--- src/rtl/serial_uart_bridge.sv ---
// ----------------------------------------------------------------------------
// serial_uart_bridge
//
// 8N1 UART bridge between the single-cycle core's serial ports and a physical
// serial line. Bytes written by the core are queued in a small TX FIFO and
// shifted out on uart_txd. Bytes received on uart_rxd are queued in a small
// RX FIFO that the core reads show-ahead. Line errors are reported through
// sticky flags that the core clears with err_clr.
//
// Parameters
//   CLKS_PER_BIT  clock cycles per UART bit (>=4, even)
//   TX_DEPTH      TX FIFO entries (power of two, >=2)
//   RX_DEPTH      RX FIFO entries (power of two, >=2)
//
// Ports
//   clock          in   system clock, all state on rising edge
//   reset          in   synchronous, active-low reset
//   proc_tx_data   in   byte from the core
//   proc_wren      in   push proc_tx_data into the TX FIFO
//   proc_tx_ready  out  TX FIFO not full
//   proc_rx_data   out  head of the RX FIFO (0 while empty)
//   proc_rx_valid  out  RX FIFO not empty
//   proc_rden      in   pop the RX FIFO head
//   err_clr        in   clear the sticky error flags
//   uart_rxd       in   asynchronous serial line in, idle high
//   uart_txd       out  serial line out, idle high
//   rx_overrun     out  sticky: received byte dropped because RX FIFO full
//   rx_frame_err   out  sticky: stop bit sampled low
//   tx_overflow    out  sticky: proc_wren while TX FIFO full
// ----------------------------------------------------------------------------
module serial_uart_bridge #(
  parameter int CLKS_PER_BIT = 16,
  parameter int TX_DEPTH     = 4,
  parameter int RX_DEPTH     = 4
) (
  input  logic       clock,
  input  logic       reset,
  input  logic [7:0] proc_tx_data,
  input  logic       proc_wren,
  output logic       proc_tx_ready,
  output logic [7:0] proc_rx_data,
  output logic       proc_rx_valid,
  input  logic       proc_rden,
  input  logic       err_clr,
  input  logic       uart_rxd,
  output logic       uart_txd,
  output logic       rx_overrun,
  output logic       rx_frame_err,
  output logic       tx_overflow
);

  localparam int CW  = $clog2(CLKS_PER_BIT);
  localparam int TAW = $clog2(TX_DEPTH);
  localparam int RAW = $clog2(RX_DEPTH);

  // Last cycle of a full bit period, and last cycle of half a bit period
  // (used to land the receiver on the middle of the start bit).
  localparam logic [CW-1:0] BIT_END  = CW'(CLKS_PER_BIT - 1);
  localparam logic [CW-1:0] HALF_END = CW'(CLKS_PER_BIT / 2 - 1);

  typedef enum logic [1:0] {
    ST_IDLE,
    ST_START,
    ST_DATA,
    ST_STOP
  } uart_state_e;

  // --------------------------------------------------------------------------
  // Declarations
  // --------------------------------------------------------------------------
  logic [7:0]   tx_mem_q [TX_DEPTH];
  logic [7:0]   tx_mem_d [TX_DEPTH];
  logic [TAW:0] tx_wr_q, tx_wr_d;
  logic [TAW:0] tx_rd_q, tx_rd_d;
  logic         tx_full, tx_empty, tx_push, tx_pop;
  logic [7:0]   tx_head;

  uart_state_e  tx_state_q, tx_state_d;
  logic [CW-1:0] tx_cnt_q, tx_cnt_d;
  logic [2:0]   tx_bit_q, tx_bit_d;
  logic [7:0]   tx_shift_q, tx_shift_d;

  logic [7:0]   rx_mem_q [RX_DEPTH];
  logic [7:0]   rx_mem_d [RX_DEPTH];
  logic [RAW:0] rx_wr_q, rx_wr_d;
  logic [RAW:0] rx_rd_q, rx_rd_d;
  logic         rx_full, rx_empty, rx_pop, rx_accept;

  logic         rx_sync1_q, rx_sync1_d;
  logic         rx_sync2_q, rx_sync2_d;
  logic         rx_prev_q, rx_prev_d;
  logic         rx_line, rx_fall;

  uart_state_e  rx_state_q, rx_state_d;
  logic [CW-1:0] rx_cnt_q, rx_cnt_d;
  logic [2:0]   rx_bit_q, rx_bit_d;
  logic [7:0]   rx_shift_q, rx_shift_d;
  logic         rx_push, rx_frame_evt, rx_overrun_evt, tx_overflow_evt;

  logic         rx_overrun_q, rx_overrun_d;
  logic         rx_frame_err_q, rx_frame_err_d;
  logic         tx_overflow_q, tx_overflow_d;

  // --------------------------------------------------------------------------
  // TX FIFO: pointers carry one extra wrap bit so full and empty can be told
  // apart when the index bits match.
  // --------------------------------------------------------------------------
  assign tx_empty = (tx_wr_q == tx_rd_q);
  assign tx_full  = (tx_wr_q[TAW] != tx_rd_q[TAW]) &&
                    (tx_wr_q[TAW-1:0] == tx_rd_q[TAW-1:0]);
  assign tx_head  = tx_mem_q[tx_rd_q[TAW-1:0]];

  // A write while full is dropped even if the transmitter pops on the same
  // edge; the overflow flag records the loss.
  always_comb begin
    tx_mem_d        = tx_mem_q;
    tx_push         = proc_wren && !tx_full;
    tx_overflow_evt = proc_wren && tx_full;
    if (tx_push) begin
      tx_mem_d[tx_wr_q[TAW-1:0]] = proc_tx_data;
    end
    tx_wr_d = tx_wr_q + (TAW+1)'(tx_push);
    tx_rd_d = tx_rd_q + (TAW+1)'(tx_pop);
  end

  // --------------------------------------------------------------------------
  // TX FSM next state. At the end of the stop bit the next queued byte is
  // loaded straight into START so consecutive frames have no idle gap.
  // --------------------------------------------------------------------------
  always_comb begin
    tx_state_d = tx_state_q;
    tx_cnt_d   = tx_cnt_q;
    tx_bit_d   = tx_bit_q;
    tx_shift_d = tx_shift_q;
    case (tx_state_q)
      ST_IDLE: begin
        if (!tx_empty) begin
          tx_state_d = ST_START;
          tx_shift_d = tx_head;
          tx_cnt_d   = '0;
        end
      end
      ST_START: begin
        if (tx_cnt_q == BIT_END) begin
          tx_state_d = ST_DATA;
          tx_cnt_d   = '0;
          tx_bit_d   = '0;
        end else begin
          tx_cnt_d = tx_cnt_q + 1'b1;
        end
      end
      ST_DATA: begin
        if (tx_cnt_q == BIT_END) begin
          tx_cnt_d   = '0;
          tx_shift_d = {1'b0, tx_shift_q[7:1]};
          if (tx_bit_q == 3'd7) begin
            tx_state_d = ST_STOP;
          end else begin
            tx_bit_d = tx_bit_q + 1'b1;
          end
        end else begin
          tx_cnt_d = tx_cnt_q + 1'b1;
        end
      end
      ST_STOP: begin
        if (tx_cnt_q == BIT_END) begin
          tx_cnt_d = '0;
          if (!tx_empty) begin
            tx_state_d = ST_START;
            tx_shift_d = tx_head;
          end else begin
            tx_state_d = ST_IDLE;
          end
        end else begin
          tx_cnt_d = tx_cnt_q + 1'b1;
        end
      end
      default: tx_state_d = ST_IDLE;
    endcase
  end

  // TX FSM outputs: line level per state, and the FIFO pop that accompanies
  // every transition into START.
  always_comb begin
    uart_txd = 1'b1;
    tx_pop   = 1'b0;
    case (tx_state_q)
      ST_IDLE:  tx_pop   = !tx_empty;
      ST_START: uart_txd = 1'b0;
      ST_DATA:  uart_txd = tx_shift_q[0];
      ST_STOP: begin
        uart_txd = 1'b1;
        tx_pop   = (tx_cnt_q == BIT_END) && !tx_empty;
      end
      default: uart_txd = 1'b1;
    endcase
  end

  // --------------------------------------------------------------------------
  // RX line synchroniser. The extra rx_prev stage provides the previous
  // synchronised level so a start bit is recognised only on a real 1->0
  // transition; after a bad stop bit the line must return high first.
  // --------------------------------------------------------------------------
  always_comb begin
    rx_sync1_d = uart_rxd;
    rx_sync2_d = rx_sync1_q;
    rx_prev_d  = rx_sync2_q;
  end

  assign rx_line = rx_sync2_q;
  assign rx_fall = rx_prev_q && !rx_sync2_q;

  // --------------------------------------------------------------------------
  // RX FSM next state. START waits half a bit so every later sample sits in
  // the middle of its bit; a high line there is treated as a glitch.
  // --------------------------------------------------------------------------
  always_comb begin
    rx_state_d = rx_state_q;
    rx_cnt_d   = rx_cnt_q;
    rx_bit_d   = rx_bit_q;
    rx_shift_d = rx_shift_q;
    case (rx_state_q)
      ST_IDLE: begin
        if (rx_fall) begin
          rx_state_d = ST_START;
          rx_cnt_d   = '0;
        end
      end
      ST_START: begin
        if (rx_cnt_q == HALF_END) begin
          rx_cnt_d = '0;
          rx_bit_d = '0;
          rx_state_d = rx_line ? ST_IDLE : ST_DATA;
        end else begin
          rx_cnt_d = rx_cnt_q + 1'b1;
        end
      end
      ST_DATA: begin
        if (rx_cnt_q == BIT_END) begin
          rx_cnt_d   = '0;
          rx_shift_d = {rx_line, rx_shift_q[7:1]};
          if (rx_bit_q == 3'd7) begin
            rx_state_d = ST_STOP;
          end else begin
            rx_bit_d = rx_bit_q + 1'b1;
          end
        end else begin
          rx_cnt_d = rx_cnt_q + 1'b1;
        end
      end
      ST_STOP: begin
        if (rx_cnt_q == BIT_END) begin
          rx_cnt_d   = '0;
          rx_state_d = ST_IDLE;
        end else begin
          rx_cnt_d = rx_cnt_q + 1'b1;
        end
      end
      default: rx_state_d = ST_IDLE;
    endcase
  end

  // RX FSM outputs: stop-bit verdict at the middle of the stop bit.
  always_comb begin
    rx_push      = 1'b0;
    rx_frame_evt = 1'b0;
    if (rx_state_q == ST_STOP && rx_cnt_q == BIT_END) begin
      rx_push      = rx_line;
      rx_frame_evt = !rx_line;
    end
  end

  // --------------------------------------------------------------------------
  // RX FIFO. A pop on the same edge frees the slot, so a byte arriving into a
  // full FIFO that is being read is still kept.
  // --------------------------------------------------------------------------
  assign rx_empty = (rx_wr_q == rx_rd_q);
  assign rx_full  = (rx_wr_q[RAW] != rx_rd_q[RAW]) &&
                    (rx_wr_q[RAW-1:0] == rx_rd_q[RAW-1:0]);

  always_comb begin
    rx_mem_d       = rx_mem_q;
    rx_pop         = proc_rden && !rx_empty;
    rx_accept      = rx_push && (!rx_full || rx_pop);
    rx_overrun_evt = rx_push && rx_full && !rx_pop;
    if (rx_accept) begin
      rx_mem_d[rx_wr_q[RAW-1:0]] = rx_shift_q;
    end
    rx_wr_d = rx_wr_q + (RAW+1)'(rx_accept);
    rx_rd_d = rx_rd_q + (RAW+1)'(rx_pop);
  end

  // Sticky flags: a clear and a fresh event on the same edge leaves the flag set.
  always_comb begin
    rx_overrun_d   = (rx_overrun_q   && !err_clr) || rx_overrun_evt;
    rx_frame_err_d = (rx_frame_err_q && !err_clr) || rx_frame_evt;
    tx_overflow_d  = (tx_overflow_q  && !err_clr) || tx_overflow_evt;
  end

  // --------------------------------------------------------------------------
  // State registers
  // --------------------------------------------------------------------------
  always_ff @(posedge clock) begin
    if (!reset) begin
      tx_wr_q        <= '0;
      tx_rd_q        <= '0;
      tx_state_q     <= ST_IDLE;
      tx_cnt_q       <= '0;
      tx_bit_q       <= '0;
      tx_shift_q     <= '0;
      rx_wr_q        <= '0;
      rx_rd_q        <= '0;
      rx_sync1_q     <= 1'b1;
      rx_sync2_q     <= 1'b1;
      rx_prev_q      <= 1'b1;
      rx_state_q     <= ST_IDLE;
      rx_cnt_q       <= '0;
      rx_bit_q       <= '0;
      rx_shift_q     <= '0;
      rx_overrun_q   <= 1'b0;
      rx_frame_err_q <= 1'b0;
      tx_overflow_q  <= 1'b0;
    end else begin
      tx_wr_q        <= tx_wr_d;
      tx_rd_q        <= tx_rd_d;
      tx_state_q     <= tx_state_d;
      tx_cnt_q       <= tx_cnt_d;
      tx_bit_q       <= tx_bit_d;
      tx_shift_q     <= tx_shift_d;
      rx_wr_q        <= rx_wr_d;
      rx_rd_q        <= rx_rd_d;
      rx_sync1_q     <= rx_sync1_d;
      rx_sync2_q     <= rx_sync2_d;
      rx_prev_q      <= rx_prev_d;
      rx_state_q     <= rx_state_d;
      rx_cnt_q       <= rx_cnt_d;
      rx_bit_q       <= rx_bit_d;
      rx_shift_q     <= rx_shift_d;
      rx_overrun_q   <= rx_overrun_d;
      rx_frame_err_q <= rx_frame_err_d;
      tx_overflow_q  <= tx_overflow_d;
    end
  end

  // FIFO storage needs no reset: contents are only observed through the
  // pointers, and the RX head is masked while empty.
  always_ff @(posedge clock) begin
    tx_mem_q <= tx_mem_d;
    rx_mem_q <= rx_mem_d;
  end

  // --------------------------------------------------------------------------
  // Outputs
  // --------------------------------------------------------------------------
  assign proc_tx_ready = !tx_full;
  assign proc_rx_valid = !rx_empty;
  assign proc_rx_data  = rx_empty ? 8'h00 : rx_mem_q[rx_rd_q[RAW-1:0]];
  assign rx_overrun    = rx_overrun_q;
  assign rx_frame_err  = rx_frame_err_q;
  assign tx_overflow   = tx_overflow_q;

endmodule
--- config.mk ---
export PLATFORM = sky130hd
export DESIGN_NAME = serial_uart_bridge
export DESIGN_NICKNAME = d
export VERILOG_FILES = /design/src/rtl/serial_uart_bridge.sv
export SDC_FILE = /design/constraint.sdc
export NUM_CORES = 1
export LEC_CHECK = 0
export CAP_MARGIN = 40
export CORE_MARGIN = 2
export CORE_UTILIZATION = 64
export CTS_CLUSTER_DIAMETER = 200
export DETAILED_ROUTE_END_ITERATION = 8
export PLACE_DENSITY = 0.81
export SLEW_MARGIN = 5
export SYNTH_ARGS = -nofsm -noshare
export SYNTH_HDL_FRONTEND = slang
export SYNTH_SLANG_ARGS = --single-unit
--- constraint.sdc ---
create_clock -name clock -period 3.53 [get_ports clock]
set_input_delay 0.5295 -clock clock [delete_from_list [all_inputs] [get_ports clock]]
set_output_delay 0.5295 -clock clock [all_outputs]
set_load 0.02 [all_outputs]
==> impl_metrics.yaml, run 1 <==
drt:
  routed_wl_mm: 9.12
  wl_per_cell_um: 17.4
  drc: 0
  vias: 3007
  vias_per_cell: 5.73
  drt_iter0_markers: 143
  first_pass_iters: 4
  postRouteAntennaNets: 0
floorplanning:
  start_util: 0.655
  rows: 32
  num_io_pins: 28
  die_w_um: 92.5
  dieArea_um2: 8550
  core_um2: 7650
  die_y_um: 92.5
synth:
  yosysWarningCount: 0
  synthArstFlopShare: 0
  synth.area.top_cells: "edfxtp_1, dfxtp_1, ha_1, mux4_1, mux4_2"
  synth_area_um2: 5010
  ys_seq_area_frac: 0.591
  avgSynthCellArea_um2: 13.5
  syn_nets: 406
  yosysTopAreaCellShare: 0.384
  synth_edf_count: 64
  synth_top_flop_cell: "edfxtp_1"
  yosys_register_bits: 116
  synthCells: 372
  yosys.area.top_type: "edfxtp_1"
  ys_types: 53
final_layout:
  multi_input_area_um2: 1930
  antennaDiodeCount: 0
  nets: 444
  regArea_um2: 2960
  synthToLayoutAreaGrowth_pct: 18.5
  mostFrequentLayoutCells: "edfxtp_1, dfxtp_1, nor2_1"
  nFillCells: 463
  design_area_um2: 5940
  drive_above_1_share: 0.151
  layout_commonest_cell: "edfxtp_1"
worst_setup_path:
  crit_slowest_cell: "dfxtp_1"
  worstSetupStartpointType: "flop"
  required_ns: 3.00
  ff2ff_path_depth: 7
  crit_type: "flop to primary output"
  cp.arrival_ns: 2.73
  crit_path_cell_trace: "xor2_1, nor3b_2, nor2b_1, clkdlybuf4s50_1"
  path_max_fanout: 10
  critPathCaptureType: "primary output"
  cpPeakStageDelay_ns: 0.71
power_and_ir_drop:
  p_total_uw: 3830
  leakage_uw: 0.00220
  vdd_drop_max_mv: 0.461
  power_density_nw_per_um2: 645
sta:
  fin_skew_ns: 0.00695
  final_hold_viol_count: 0
  rsz0062_at_grt: "false"
  fin_setup_tns_ns: 0
  worst_pin_slew_ns: 0.704
  setup_violations: 0
  finalCritPeriodShare: 0.925
  maxSlewViolCount: 0
  fin_crit_ns: 3.26
  setup_ws_ns: 0.266
  fmaxAchievable_mhz: 306
  max-slew-margin-rel: 0.530
clock_tree:
  cts_tree: "built"
  cts_sinks: 116
  postCtsSetupBuffers: 0
  hold_buffers: 0
  cts_made_buffers: 17
  ctsResizeCount: 0
  cts-root-buf: "clkbuf_8"
  cts_max_path_buffers: 2
  cts_max_level: 4
  clk_pin_slew_ns: 0.06
  insertion_delay_ns: 0.52
place:
  routabilityCongestion: 0.872
  dp_slack_ns: 0.848
  dpl.hpwl_mm: 5.59
  placed_area_um2: 5380
  io_buffers: 27
global_routing:
  grt_first_pass_wirelength_mm: 15.3
  overflow: 0
  antenna_found_initial: 0
  grt_max_degree: 38
  track_usage: 0.238
  grt_pass1_vias: 3138
min_path:
  worst_hold_path_type: "flop to flop"
  worstHoldPathCells: 1
run:
  maxCapViolations: 0
run_status:
  status: "completed"
layer usage:
| layer | part of all wire | up-vias | track usage |
|---|---|---|---|
| met5 | 0 | - | 0 |
| met4 | 0.016 | 0 | 0.0995 |
| met3 | 0.036 | 13 | 0.0651 |
| met2 | 0.54 | 54 | 0.423 |
| met1 | 0.41 | 1478 | 0.270 |
| li1 | - | 1462 | - |
Yosys cell counts, drive strengths merged, types with 8 or more instances:
library cell and n:
mux4 16, mux2i 15, edfxtp 64, nor2 30
a21oi 22, buf 9, and2 12, xnor2 8
ha 20, dfxtp 52, nand2 23, nor3b 8
nor2b 13, inv 9
worst max-delay path, delay by kind of cell, from the launching register on:
family                    cells  cell delay (ns)
DFF                           1             0.71
xor gates and xnor gates      1             0.22
and+or+nand+nor               2             0.71
buffers and inverters         1             0.58
power breakdown:
part           internal (µW)  total, µW  switching (µW)
logic                    290        669             379
clock network            995       1580             589
registers               1500       1570            72.6
total                   2790       3830            1040
through the flow:
stage | utilization | std cells | hold slack, ns
final | 0.776 | 525 | 0.412
after global routing | 0.776 | 525 | 0.430
after CTS | 0.776 | 525 | 0.418
after detailed placement | 0.704 | 493 | 0.404
after global placement | 0.703 | 492 | 0.400
after floorplan | - | 372 | 0.386
sequential cells by signal (all words and copies together) (netlist names), named ones only:
register      cells
tx_state_q        2
tx_overflow       1
rx_cnt_q          4
tx_mem_q         32
rx_sync1_q        1
tx_wr_q           3
tx_bit_q          3
rx_prev_q         1
rx_line           1
rx_bit_q          3
tx_rd_q           3
rx_shift_q        8
rx_state_q        1
rx_frame_err      1
rx_mem_q         32
rx_overrun        1
rx_rd_q           3
rx_wr_q           3
tx_cnt_q          4
tx_shift_q        8
logic make-up (layout without fill, tap and decap cells):
| logic type | Yosys count | after routing | share of synthesized area |
|---|---|---|---|
| and+or+nand+nor | 126 | 126 | 0.139 |
| DFF | 116 | 116 | 0.591 |
| AOI/OAI and AO/OA | 42 | 42 | 0.0622 |
| muxes | 31 | 31 | 0.108 |
| buffers and inverters | 25 | 76 | 0.0245 |
| adders and majority gates | 20 | 20 | 0.0499 |
| xor gates and xnor gates | 12 | 12 | 0.0255 |
cell type report:
class                           count  share of cell area
Multi-Input combinational cell    231               0.324
Inverter                            9             0.00569
Clock inverter                     14              0.0232
Tap cell                          102              0.0215
Clock buffer                       18              0.0704
Timing Repair Buffer               35              0.0556
Sequential cell                   116               0.499
final timing paths:
check / start / to / slack, ns
hold / removal: rx_sync1_q$_SDFF_PN1_ / rx_line$_SDFF_PN1_ / 0.41
hold reg to reg: rx_sync1_q$_SDFF_PN1_ / rx_line$_SDFF_PN1_ / 0.41
setup reg to reg: rx_rd_q[0]$_SDFF_PN0_ / rx_rd_q[2]$_SDFF_PN0_ / 1.14
setup / recovery: rx_rd_q[0]$_SDFF_PN0_ / proc_rx_data[4] / 0.27
Power figures use the tool's default switching activity.
==> run 2, diff against run 1 <==
--- a/config.mk
+++ b/config.mk
@@ -11,7 +11,7 @@
 export CTS_CLUSTER_DIAMETER = 200
 export DETAILED_ROUTE_END_ITERATION = 8
 export PLACE_DENSITY = 0.81
-export SLEW_MARGIN = 5
+export SLEW_MARGIN = 0
 export SYNTH_ARGS = -nofsm -noshare
 export SYNTH_HDL_FRONTEND = slang
 export SYNTH_SLANG_ARGS = --single-unit
==> results of run 2 <==
No change in the layout: final DEF, timing and power equal those of run 1.
